$ cat config.mk
export PLATFORM = sky130hd
export DESIGN_NAME = door_sequencer
export DESIGN_NICKNAME = d
export VERILOG_FILES = /design/src/rtl/door_sequencer.sv
export SDC_FILE = /design/constraint.sdc
export NUM_CORES = 1
export LEC_CHECK = 0
export BUFFER_PORTS_ARGS = -buffer_cell sky130_fd_sc_hd__buf_2
export CAP_MARGIN = 20
export CORE_MARGIN = 2
export CORE_UTILIZATION = 40
export DETAILED_ROUTE_END_ITERATION = 8
export PLACE_DENSITY_LB_ADDON = 0.3
export REMOVE_ABC_BUFFERS = 1
export SKIP_LAST_GASP = 1
export SLEW_MARGIN = 40
export SYNTH_ARGS = -nofsm -noshare
export SYNTH_HDL_FRONTEND = slang
export SYNTH_SLANG_ARGS = --single-unit
$ cat constraint.sdc
create_clock -name clk -period 2.45 [get_ports clk]
set_input_delay 0.3675 -clock clk [delete_from_list [all_inputs] [get_ports clk]]
set_output_delay 0.3675 -clock clk [all_outputs]
set_load 0.01 [all_outputs]
$ cat src/rtl/door_sequencer.sv
// door_sequencer: one elevator door cycle (open, dwell, close) counted in
// whole ticks of a slow time base. remain feeds a single-digit display.
// Optional feature macro: DOOR_REOPEN_EN -- when defined, a reopen condition
// during CLOSING sends the door back to OPENING; when undefined, obstruct
// freezes the closing phase until it clears.
module door_sequencer #(
   parameter logic [3:0] OPEN_TICKS  = 4'd2,
   parameter logic [3:0] DWELL_TICKS = 4'd5,
   parameter logic [3:0] CLOSE_TICKS = 4'd2
) (
   input  logic       clk,
   input  logic       rst,
   input  logic       tick,
   input  logic       arrive,
   input  logic       btn_open,
   input  logic       btn_close,
   input  logic       obstruct,
   output logic       motor_open,
   output logic       motor_close,
   output logic       door_closed,
   output logic [1:0] state,
   output logic [3:0] remain,
   output logic       cycle_done
);

   typedef enum logic [1:0] {
      CLOSED  = 2'd0,
      OPENING = 2'd1,
      OPEN    = 2'd2,
      CLOSING = 2'd3
   } state_t;

   state_t     state_q, state_d;
   logic [3:0] cnt_q, cnt_d;
   logic       cycle_done_q, cycle_done_d;
   logic       motor_open_q, motor_open_d;
   logic       motor_close_q, motor_close_d;
   logic       door_closed_q, door_closed_d;
   logic       frozen;

   // Next-state and counter logic; a reload or phase change swallows a
   // coincident tick, and the last tick of a phase (cnt<=1) always changes
   // phase so cnt never wraps below 1.
   always_comb begin
      state_d      = state_q;
      cnt_d        = cnt_q;
      cycle_done_d = 1'b0;
      frozen       = 1'b0;
      case (state_q)
         CLOSED: begin
            if (arrive || btn_open) begin
               state_d = OPENING;
               cnt_d   = OPEN_TICKS;
            end
         end
         OPENING: begin
            if (tick) begin
               if (cnt_q <= 4'd1) begin
                  state_d = OPEN;
                  cnt_d   = DWELL_TICKS;
               end else begin
                  cnt_d = cnt_q - 4'd1;
               end
            end
         end
         OPEN: begin
            if (btn_open || obstruct) begin
               cnt_d = DWELL_TICKS;
            end else if (btn_close) begin
               state_d = CLOSING;
               cnt_d   = CLOSE_TICKS;
            end else if (tick) begin
               if (cnt_q <= 4'd1) begin
                  state_d = CLOSING;
                  cnt_d   = CLOSE_TICKS;
               end else begin
                  cnt_d = cnt_q - 4'd1;
               end
            end
         end
         default: begin // CLOSING
`ifdef DOOR_REOPEN_EN
            if (obstruct || btn_open || arrive) begin
               state_d = OPENING;
               cnt_d   = OPEN_TICKS;
            end else if (tick) begin
`else
            if (obstruct) begin
               frozen = 1'b1;
            end else if (tick) begin
`endif
               if (cnt_q <= 4'd1) begin
                  state_d      = CLOSED;
                  cnt_d        = 4'd0;
                  cycle_done_d = 1'b1;
               end else begin
                  cnt_d = cnt_q - 4'd1;
               end
            end
         end
      endcase
   end

   // Output decode from the next state so outputs are registered and only
   // move on clk edges; motor_close drops while the close phase is frozen.
   always_comb begin
      motor_open_d  = (state_d == OPENING);
      motor_close_d = (state_d == CLOSING) && !frozen;
      door_closed_d = (state_d == CLOSED);
   end

   // State, counter and registered outputs with async active-high reset.
   always_ff @(posedge clk or posedge rst) begin
      if (rst) begin
         state_q       <= CLOSED;
         cnt_q         <= 4'd0;
         cycle_done_q  <= 1'b0;
         motor_open_q  <= 1'b0;
         motor_close_q <= 1'b0;
         door_closed_q <= 1'b1;
      end else begin
         state_q       <= state_d;
         cnt_q         <= cnt_d;
         cycle_done_q  <= cycle_done_d;
         motor_open_q  <= motor_open_d;
         motor_close_q <= motor_close_d;
         door_closed_q <= door_closed_d;
      end
   end

   assign state       = state_q;
   assign remain      = cnt_q;
   assign cycle_done  = cycle_done_q;
   assign motor_open  = motor_open_q;
   assign motor_close = motor_close_q;
   assign door_closed = door_closed_q;

endmodule
Word-level counts from Yosys, hierarchy flattened
Index checks and enable logic that the tools add are counted.
{ "totals": {"ff_bits": 10, "input_bits": 7, "output_inout_bits": 10, "wordCells": 53} }
{ "classes": {"n_addsub": 1, "n_lt_le_gt_ge": 1, "n_eq_ne": 8, "n_mux": 28, "n_reduce_logical": 9} }
{ "op_table": {"columns": ["op", "n"], "rows": [
  ["4-bit 2-to-1 mux", 10],
  ["2-bit 2-to-1 mux", 10],
  ["4-bit case mux with 3 select lines", 1],
  ["1-bit 2-to-1 mux", 6],
  ["2-bit case mux with 3 select lines", 1],
  ["5-bit AND reduction", 1],
  ["2-bit by 1-bit == test with 1-bit output (second input constant)", 2],
  ["2-bit == test (second input constant)", 2],
  ["4-bit by 1-bit less-or-equal comparator with 1-bit output (second input constant)", 1],
  ["2-bit zero test", 2],
  ["2-bit != test (second input constant)", 2],
  ["4-bit by 1-bit != test with 1-bit output (second input constant)", 1],
  ["4-bit != test (second input constant)", 1],
  ["4-bit nonzero test", 1],
  ["4-bit by 1-bit subtractor with 4-bit output (second input constant)", 1],
  ["3-bit OR reduction", 1],
  ["1-bit logical OR", 2],
  ["1-bit logical AND", 1],
  ["1-bit zero test", 1]
]} }

Longest topological paths before layout
Gate-level depths: netlist (run 1).
{ "depth": {"depth_word": 8, "depth_mapped": 7, "mapped_depth_nobuf": 6} }

Least setup slack after synthesis (run 1)
Ideal clock, no wire load.
{ "synth_path": {"kind": "register to register", "startpoint": "register cnt_q[0], in the netlist remain[0]", "endpoint": "register motor_close_q, in the netlist motor_close", "setup_ns": 0.094, "arrival_time_ns": 1.718, "t_required_ns": 2.356, "setup_slack_ns": 0.638, "path_stages_with_launch": 8, "n_path_buf": 1, "period_less_slack_ns": 1.812, "cell_sequence": "dfrtp_1 inv_1 ha_1 or2_1 buf_6 a31oi_1 or4b_4 a221oi_2"} }
{ "synth_between": {"elab_chain_len": 8, "word_cells_on_any_way": 13, "classes_between": "1 x order compare; 1 x eq/ne; 10 x mux; 1 x reduce/logical"} }
{ "synth_rtl": {"columns": ["element", "line_no", "text"], "rows": [
  ["start: declaration", "34", "logic [3:0] cnt_q, cnt_d;"],
  ["start signal: assignment", "123", "cnt_q <= cnt_d;"],
  ["4-bit by 1-bit less-or-equal comparator with 1-bit output *", "58, 73, 92", null],
  ["2-bit 2-to-1 mux", "73", "if (cnt_q <= 4'd1) begin"],
  ["2-bit 2-to-1 mux", "72", "end else if (tick) begin"],
  ["2-bit 2-to-1 mux", "69", "end else if (btn_close) begin"],
  ["2-bit 2-to-1 mux", "67", "if (btn_open || obstruct) begin"],
  ["2-bit case mux with 3 select lines *", "49", "case (state_q)"],
  ["2-bit == test *", "108", "motor_close_d = (state_d == CLOSING) && !frozen;"],
  ["1-bit logical AND *", "108", null],
  ["via motor_close_d", "37", "logic motor_close_q, motor_close_d;"],
  ["end signal: assignment", "126", "motor_close_q <= motor_close_d;"],
  ["end: declaration", "37", null]
]} }
Mark *: on every way through the listed nets, which the timed path passes. The rest lies on a longest branch.
A chain may end at the register's enable or synchronous reset.

Worst setup path in the final report (run 1)
Ends and elaborated chain as after synthesis.

==> summary.txt, run 1 <==
Timing
  – Final Skew: 0.00475 ns
  – Final setup violation count: 0
  – Tcrit/Tclk final: 76.2%
  – Fin Hold WS: 0.0627 ns
  – Fmax: 535 MHz
  – Tmin final: 1.87 ns
  – Worst slew margin: 70.0%
  – Slew @ Worst Pin: 0.445 ns
  – Max-slew violations: 0
  – Final Hold Viols: 0
  – TNS Setup: 0 ns
  – RSZ-0062 raised after global routing: false

Cells and area
  – Area Overhead vs Synth: 15.6%
  – N_diodes: 0
  – NumNets Final: 103
  – Share of layout cells above drive strength 1: 24.7%

Power and ir drop
  – Sw Share: 45.9%
  – Peak supply drop: 0.582 mV
  – Leakage: 0.382 nW
  – Reg power frac: 34.1%
  – Internal power: 541 µW
  – NetSw: 460 µW
  – Clock share of power: 12.7%
  – Comb power frac: 53.2%
  – Power per cell area: 1270 nW/µm²

Drt
  – Drt wl/cell: 13.6 µm
  – WL final: 1480 µm
  – TritonRoute pass-1 iters: 4
  – Routed vias: 637
  – Number of remaining DRC errors: 0
  – DRT iter0 DRCs: 23
  – Final ANT Viol Nets: 0
  – Vias/cell: 5.84

CTS
  – Clk_lat worst skew: 0.28 ns
  – CTS Hold Buffers Added: 0
  – CTS H-tree lvls: 1
  – Root buf cell: clkbuf_4
  – CTS tree: yes
  – PostCTS Resize Cnt: 0
  – CTS Sinks: 10
  – CTS buffer count: 3
  – Max clock buf depth: 2
  – Clock-pin transition on the worst setup and hold timing paths: 0.07 ns
  – Setup bufs post-CTS: 0

Yosys
  – Synthesized cell area: 682 µm²
  – Syn Area/Cell: 8.97 µm²
  – Most frequent cell after synthesis: dfrtp_1
  – Synth cell count leaders: dfrtp_1, inv_1, a21oi_1
  – Seq/Total Area, Yosys: 36.9%
  – Synth warn: 0
  – Post-synth EDFFs: 0
  – Top cell type's share of synthesized area: 33.0%
  – Post-synthesis register bit count: 10
  – Cell count after synthesis: 76
  – Async set-reset flop share out of synthesis: 100%
  – Top post-synthesis cells by area: dfrtp_1, a21oi_1, inv_1
  – Top_reg_cell synth: dfrtp_1
  – Area leader, netlist: dfrtp_1
  – Cell variety after synth: 35

Worst setup path
  – Startpoint Class: flop
  – Setup CP Type: reg -> reg
  – CP Capture Type: flop
  – Worst EP required: 2.64 ns
  – Crit path DAT: 2.06 ns
  – CP Max Fanout: 6

Die
  – Die area: 2050 µm²
  – Rows: 14
  – Die H: 45.3 µm
  – Io pins: 17
  – Die X: 45.3 µm
  – Core Region: 1560 µm²
  – Initial Util: 43.7%

Placement
  – Post-DP HPWL: 1100 µm
  – Gpl congestion: 0.869
  – Port bufs: 16

GRT
  – Initial antenna violation count: 0
  – First-pass GRT wire length: 2550 µm
  – GR Util All Layers: 17.8%
  – Vias in the first global route: 564
  – Largest net degree at the start of global routing: 17
  – Overflow after GRT: 0

Flow run
  – Maxcap violations: 0

Run status
  – Run status: finished, final reports clean

Hold path
  – Worst min path class: in -> async
==> state kept, by name (all words and copies together) (netlist names) <==
signal       count
cycle_done       1
door_closed      1
motor_close      1
motor_open       1
remain           4
state            2
==> worst paths after layout <==
check,slack (ns),startpoint,to,cells past startpoint
worst max-delay path,0.58,remain[0],motor_close,6
worst min-delay path,0.06,rst,motor_open,2
worst max register to register,0.58,remain[0],motor_close,6
worst min register to register,0.59,remain[1],remain[1],2
max in group asynchronous,2.06,rst,door_closed,2
min in group clk,0.37,arrive,door_closed,3
==> metrics by stage <==
stage                     cells  setup slack (ns)  utilization [%]  total power [mW]  instance area, µm²
after floorplan              73             0.659                -             0.716                 662
final                       109             0.582             50.6              1.00                 788
after CTS                   109             0.598             50.6              1.00                 788
after global placement      105             0.648             48.9             0.868                 762
after global routing        109             0.455             50.6              1.10                 788
after detailed placement    105             0.620             48.9             0.872                 762
==> kinds of logic (layout without fill, tap and decap cells) <==
family / Yosys count / after routing / synth area share [%]
compound gates: 24 / 24 / 25.3
fa+ha+maj: 2 / 2 / 3.67
xor+xnor: 1 / 1 / 1.28
buf+inv: 11 / 28 / 7.34
simple gates: 27 / 27 / 24.0
mux: 1 / 1 / 1.47
flops: 10 / 10 / 36.9
==> cell type report <==
type                       instances  area, µm²
clock buffer                       4       26.3
multi-input combinational         55        380
timing repair buffer              16       80.1
sequential                        10        251
fill                             153        771
inverter                           8       30.0
tap                               16       20.0
==> power by group through the flow <==
stage | Combinational [mW] | Clock, mW | Sequential (mW)
2_1_floorplan | 0.360 | 0 | 0.356
6_report | 0.532 | 0.127 | 0.341
4_1_cts | 0.535 | 0.129 | 0.339
5_1_grt | 0.608 | 0.138 | 0.355
3_5_place_dp | 0.530 | 0 | 0.342
3_3_place_gp | 0.529 | 0 | 0.339
==> critical path, cell delays in order (launching register included) <==
cell	delay, ns
dfrtp_1	0.42
inv_1	0.09
ha_1	0.22
or2_1	0.21
a31oi_1	0.11
or4b_4	0.49
a221oi_2	0.23
==> layout by cell type (no fill, tap or decap), types with 2 or more instances in the layout <==
cell type,Yosys,layout
buf_2,1,16
dfrtp_1,9,9
inv_1,8,8
a21oi_1,7,7
and2_1,4,4
nor4_1,3,3
nor2b_1,3,3
nand3_1,3,3
nor2_1,3,3
a21boi_0,3,3
nand2_1,3,3
clkbuf_4,0,3
o211ai_1,2,2
o21ai_0,2,2
nor3_1,2,2
a31oi_1,2,2
ha_1,2,2
==> metal layers <==
layer  vias to the layer above  part of all wire (%)  track usage, %
li1                        316                     -               -
met2                        17                    43            25.7
met5                         -                     0               0
met1                       299                    50            23.6
met4                         0                   3.9            14.1
met3                         5                   2.9            2.40
No activity file was read; power rests on OpenSTA's default activity.
==> run 2, diff against run 1 <==
--- a/config.mk
+++ b/config.mk
@@ -5,6 +5,7 @@
 export SDC_FILE = /design/constraint.sdc
 export NUM_CORES = 1
 export LEC_CHECK = 0
+export ABC_AREA = 1
 export BUFFER_PORTS_ARGS = -buffer_cell sky130_fd_sc_hd__buf_2
 export CAP_MARGIN = 20
 export CORE_MARGIN = 2
==> constraint.sdc (replaced) <==
create_clock -name clk -period 1.87 [get_ports clk]
set_input_delay 0.2805 -clock clk [delete_from_list [all_inputs] [get_ports clk]]
set_output_delay 0.2805 -clock clk [all_outputs]
set_load 0.01 [all_outputs]
==> run 2 against run 1 <==
  * Count of clock-buffer cells in the layout is the same
  * Total power increased by 43%
  * Hold slack improved by 0.21 ns
  * Clock skew increased by 0.0056 ns
  * Clock power increased by 54%
  * Area after synthesis up 4.4%
  * Utilization fell by 0.31 points
  * Synthesized cell count up 46%
  * Critical path type unchanged
==> summary.txt, run 2 <==
Die
  – Rows: 15
  – Io pins: 17
  – Die X: 46.2 µm
  – Initial Util: 41.7%
  – Die area: 2130 µm²
  – Die H: 46.2 µm
  – Core Region: 1710 µm²

Yosys
  – Seq/Total Area, Yosys: 35.3%
  – Post-synth EDFFs: 0
  – Post-synthesis register bit count: 10
  – Top cell type's share of synthesized area: 31.6%
  – Synth warn: 0
  – Synthesized cell area: 712 µm²
  – Syn Area/Cell: 6.41 µm²
  – Synth cell count leaders: nand2_1, inv_1, nand3_1, nor2_1, dfrtp_1
  – Cell count after synthesis: 111
  – Cell variety after synth: 18
  – Top_reg_cell synth: dfrtp_1
  – Async set-reset flop share out of synthesis: 100%
  – Most frequent cell after synthesis: nand2_1
  – Area leader, netlist: dfrtp_1
  – Top post-synthesis cells by area: dfrtp_1, nand2_1, inv_1

Timing
  – RSZ-0062 raised after global routing: false
  – Tmin final: 1.40 ns
  – Tcrit/Tclk final: 74.8%
  – Max-slew violations: 0
  – TNS Setup: 0 ns
  – Final Skew: 0.0104 ns
  – Worst slew margin: 75.3%
  – Final Hold Viols: 0
  – Fmax: 714 MHz
  – Fin Hold WS: 0.273 ns
  – Final Worst Setup Slack: 0.470 ns
  – Slew @ Worst Pin: 0.370 ns
  – Final setup violation count: 0

Worst setup path
  – CP dominant cell by count: nor2_1
  – Startpoint Class: flop
  – CP max-delay cell: dfrtp_1
  – Reg2reg path depth: 7
  – CP max stage delay: 0.40 ns
  – Setup CP Type: reg -> reg
  – Critical path's top delay family: simple AND/OR/NAND/NOR gates
  – Crit path DAT: 1.55 ns
  – CP Max Fanout: 5
  – Worst Path Buf+Inv: 1
  – CP Capture Type: flop
  – Worst EP required: 2.02 ns
  – Critical Path Stages: 7
  – Reg2reg setup slack: 0.47 ns
  – CP cell instances: inv_1 > ha_1 > nor2_1 > nor2_1 > nand4_1 > nand2_1 > nor2_1

Drt
  – DRT iter0 DRCs: 11
  – Vias/cell: 4.62
  – Number of remaining DRC errors: 0
  – Drt wl/cell: 10.1 µm
  – Final ANT Viol Nets: 0
  – TritonRoute pass-1 iters: 4
  – WL final: 1580 µm
  – Routed vias: 720

Cells and area
  – Share of layout cells above drive strength 1: 23.7%
  – Number of flip-flops in the largest register: 4
  – N_diodes: 0
  – Fin cells: 156
  – Most frequent cells in the layout: nand2_1, inv_1, buf_2
  – Area Overhead vs Synth: 20.6%
  – NumNets Final: 141
  – Commonest non-fill, non-tap cell in the layout: nand2_1

GRT
  – GR Util All Layers: 17.4%
  – Initial antenna violation count: 0
  – Overflow after GRT: 0
  – First-pass GRT wire length: 2640 µm
  – Vias in the first global route: 627
  – Largest net degree at the start of global routing: 11

CTS
  – CTS buffer count: 3
  – CTS tree: yes
  – Max clock buf depth: 2
  – Setup bufs post-CTS: 0
  – Root buf cell: clkbuf_4
  – CTS Sinks: 10
  – Clk_lat worst skew: 0.27 ns
  – CTS H-tree lvls: 1
  – Clock-pin transition on the worst setup and hold timing paths: 0.06 ns

Placement
  – Gpl congestion: 0.845
  – Placed cells: 151
  – Pre-CTS setup slack: 0.465 ns
  – Post-DP HPWL: 1290 µm
  – Port bufs: 16

Power and ir drop
  – Power per cell area: 1660 nW/µm²
  – Leakage: 0.532 nW
  – Peak supply drop: 0.731 mV

Hold path
  – Hold depth: 4
  – Worst min path class: in -> reg

Run status
  – Run status: finished, final reports clean

Flow run
  – Maxcap violations: 0
run 2: final cells by class:
class / count / area [µm²]
Fill cell: 182 / 850
Tap cell: 25 / 31.3
Sequential cell: 10 / 251
Multi-Input combinational cell: 78 / 364
Clock buffer: 4 / 36.3
Inverter: 22 / 85.1
Timing Repair Buffer: 17 / 90.1
run 2: worst register-to-register path, delay by kind of cell (launching register included):
family / cells / cell delay [ns]
fa+ha+maj: 1 / 0.19
buf+inv: 1 / 0.10
flops: 1 / 0.40
simple gates: 5 / 0.61
run 2: metal layers:
metal,vias up,wire length [µm],track usage (%)
met4,0,0,3.43
met1,326,672,20.7
met3,0,78,6.27
met5,-,0,0
li1,375,-,-
met2,19,830,30.0
run 2: final timing paths:
kind	from	end
max	remain[0]	motor_close
min	arrive	door_closed
max reg2reg	remain[0]	motor_close
min reg2reg	remain[0]	remain[0]
max in group asynchronous	rst	door_closed
min in group asynchronous	rst	remain[1]
run 2: per-stage QoR:
step / cell area, µm² / utilization [%] / power (mW)
floorplan: 701 / - / 1.01
CTS: 858 / 50.3 / 1.44
global route: 858 / 50.3 / 1.58
global placement: 812 / 47.5 / 1.22
finish: 858 / 50.3 / 1.43
detailed placement: 812 / 47.5 / 1.24
run 2: power by group:
group	leakage [nW]	switching, mW	internal (mW)
clock	0.0210	0.0776	0.118
combinational	0.390	0.526	0.301
sequential	0.121	0.0995	0.306
run 2: cells by family (layout without fill, tap and decap cells):
| group | count (synthesis) | after routing | share of synthesized area, % |
|---|---|---|---|
| compound gates | 5 | 5 | 4.04 |
| xor+xnor | 1 | 1 | 1.23 |
| fa+ha+maj | 2 | 2 | 3.51 |
| buf+inv | 23 | 43 | 13.5 |
| flops | 10 | 10 | 35.3 |
| simple gates | 70 | 70 | 42.4 |
run 2: timing repair:
action	in CTS	in global routing
endpoints found under the hold margin	9	0
gates resized for setup	0	0
hold buffers	1	0
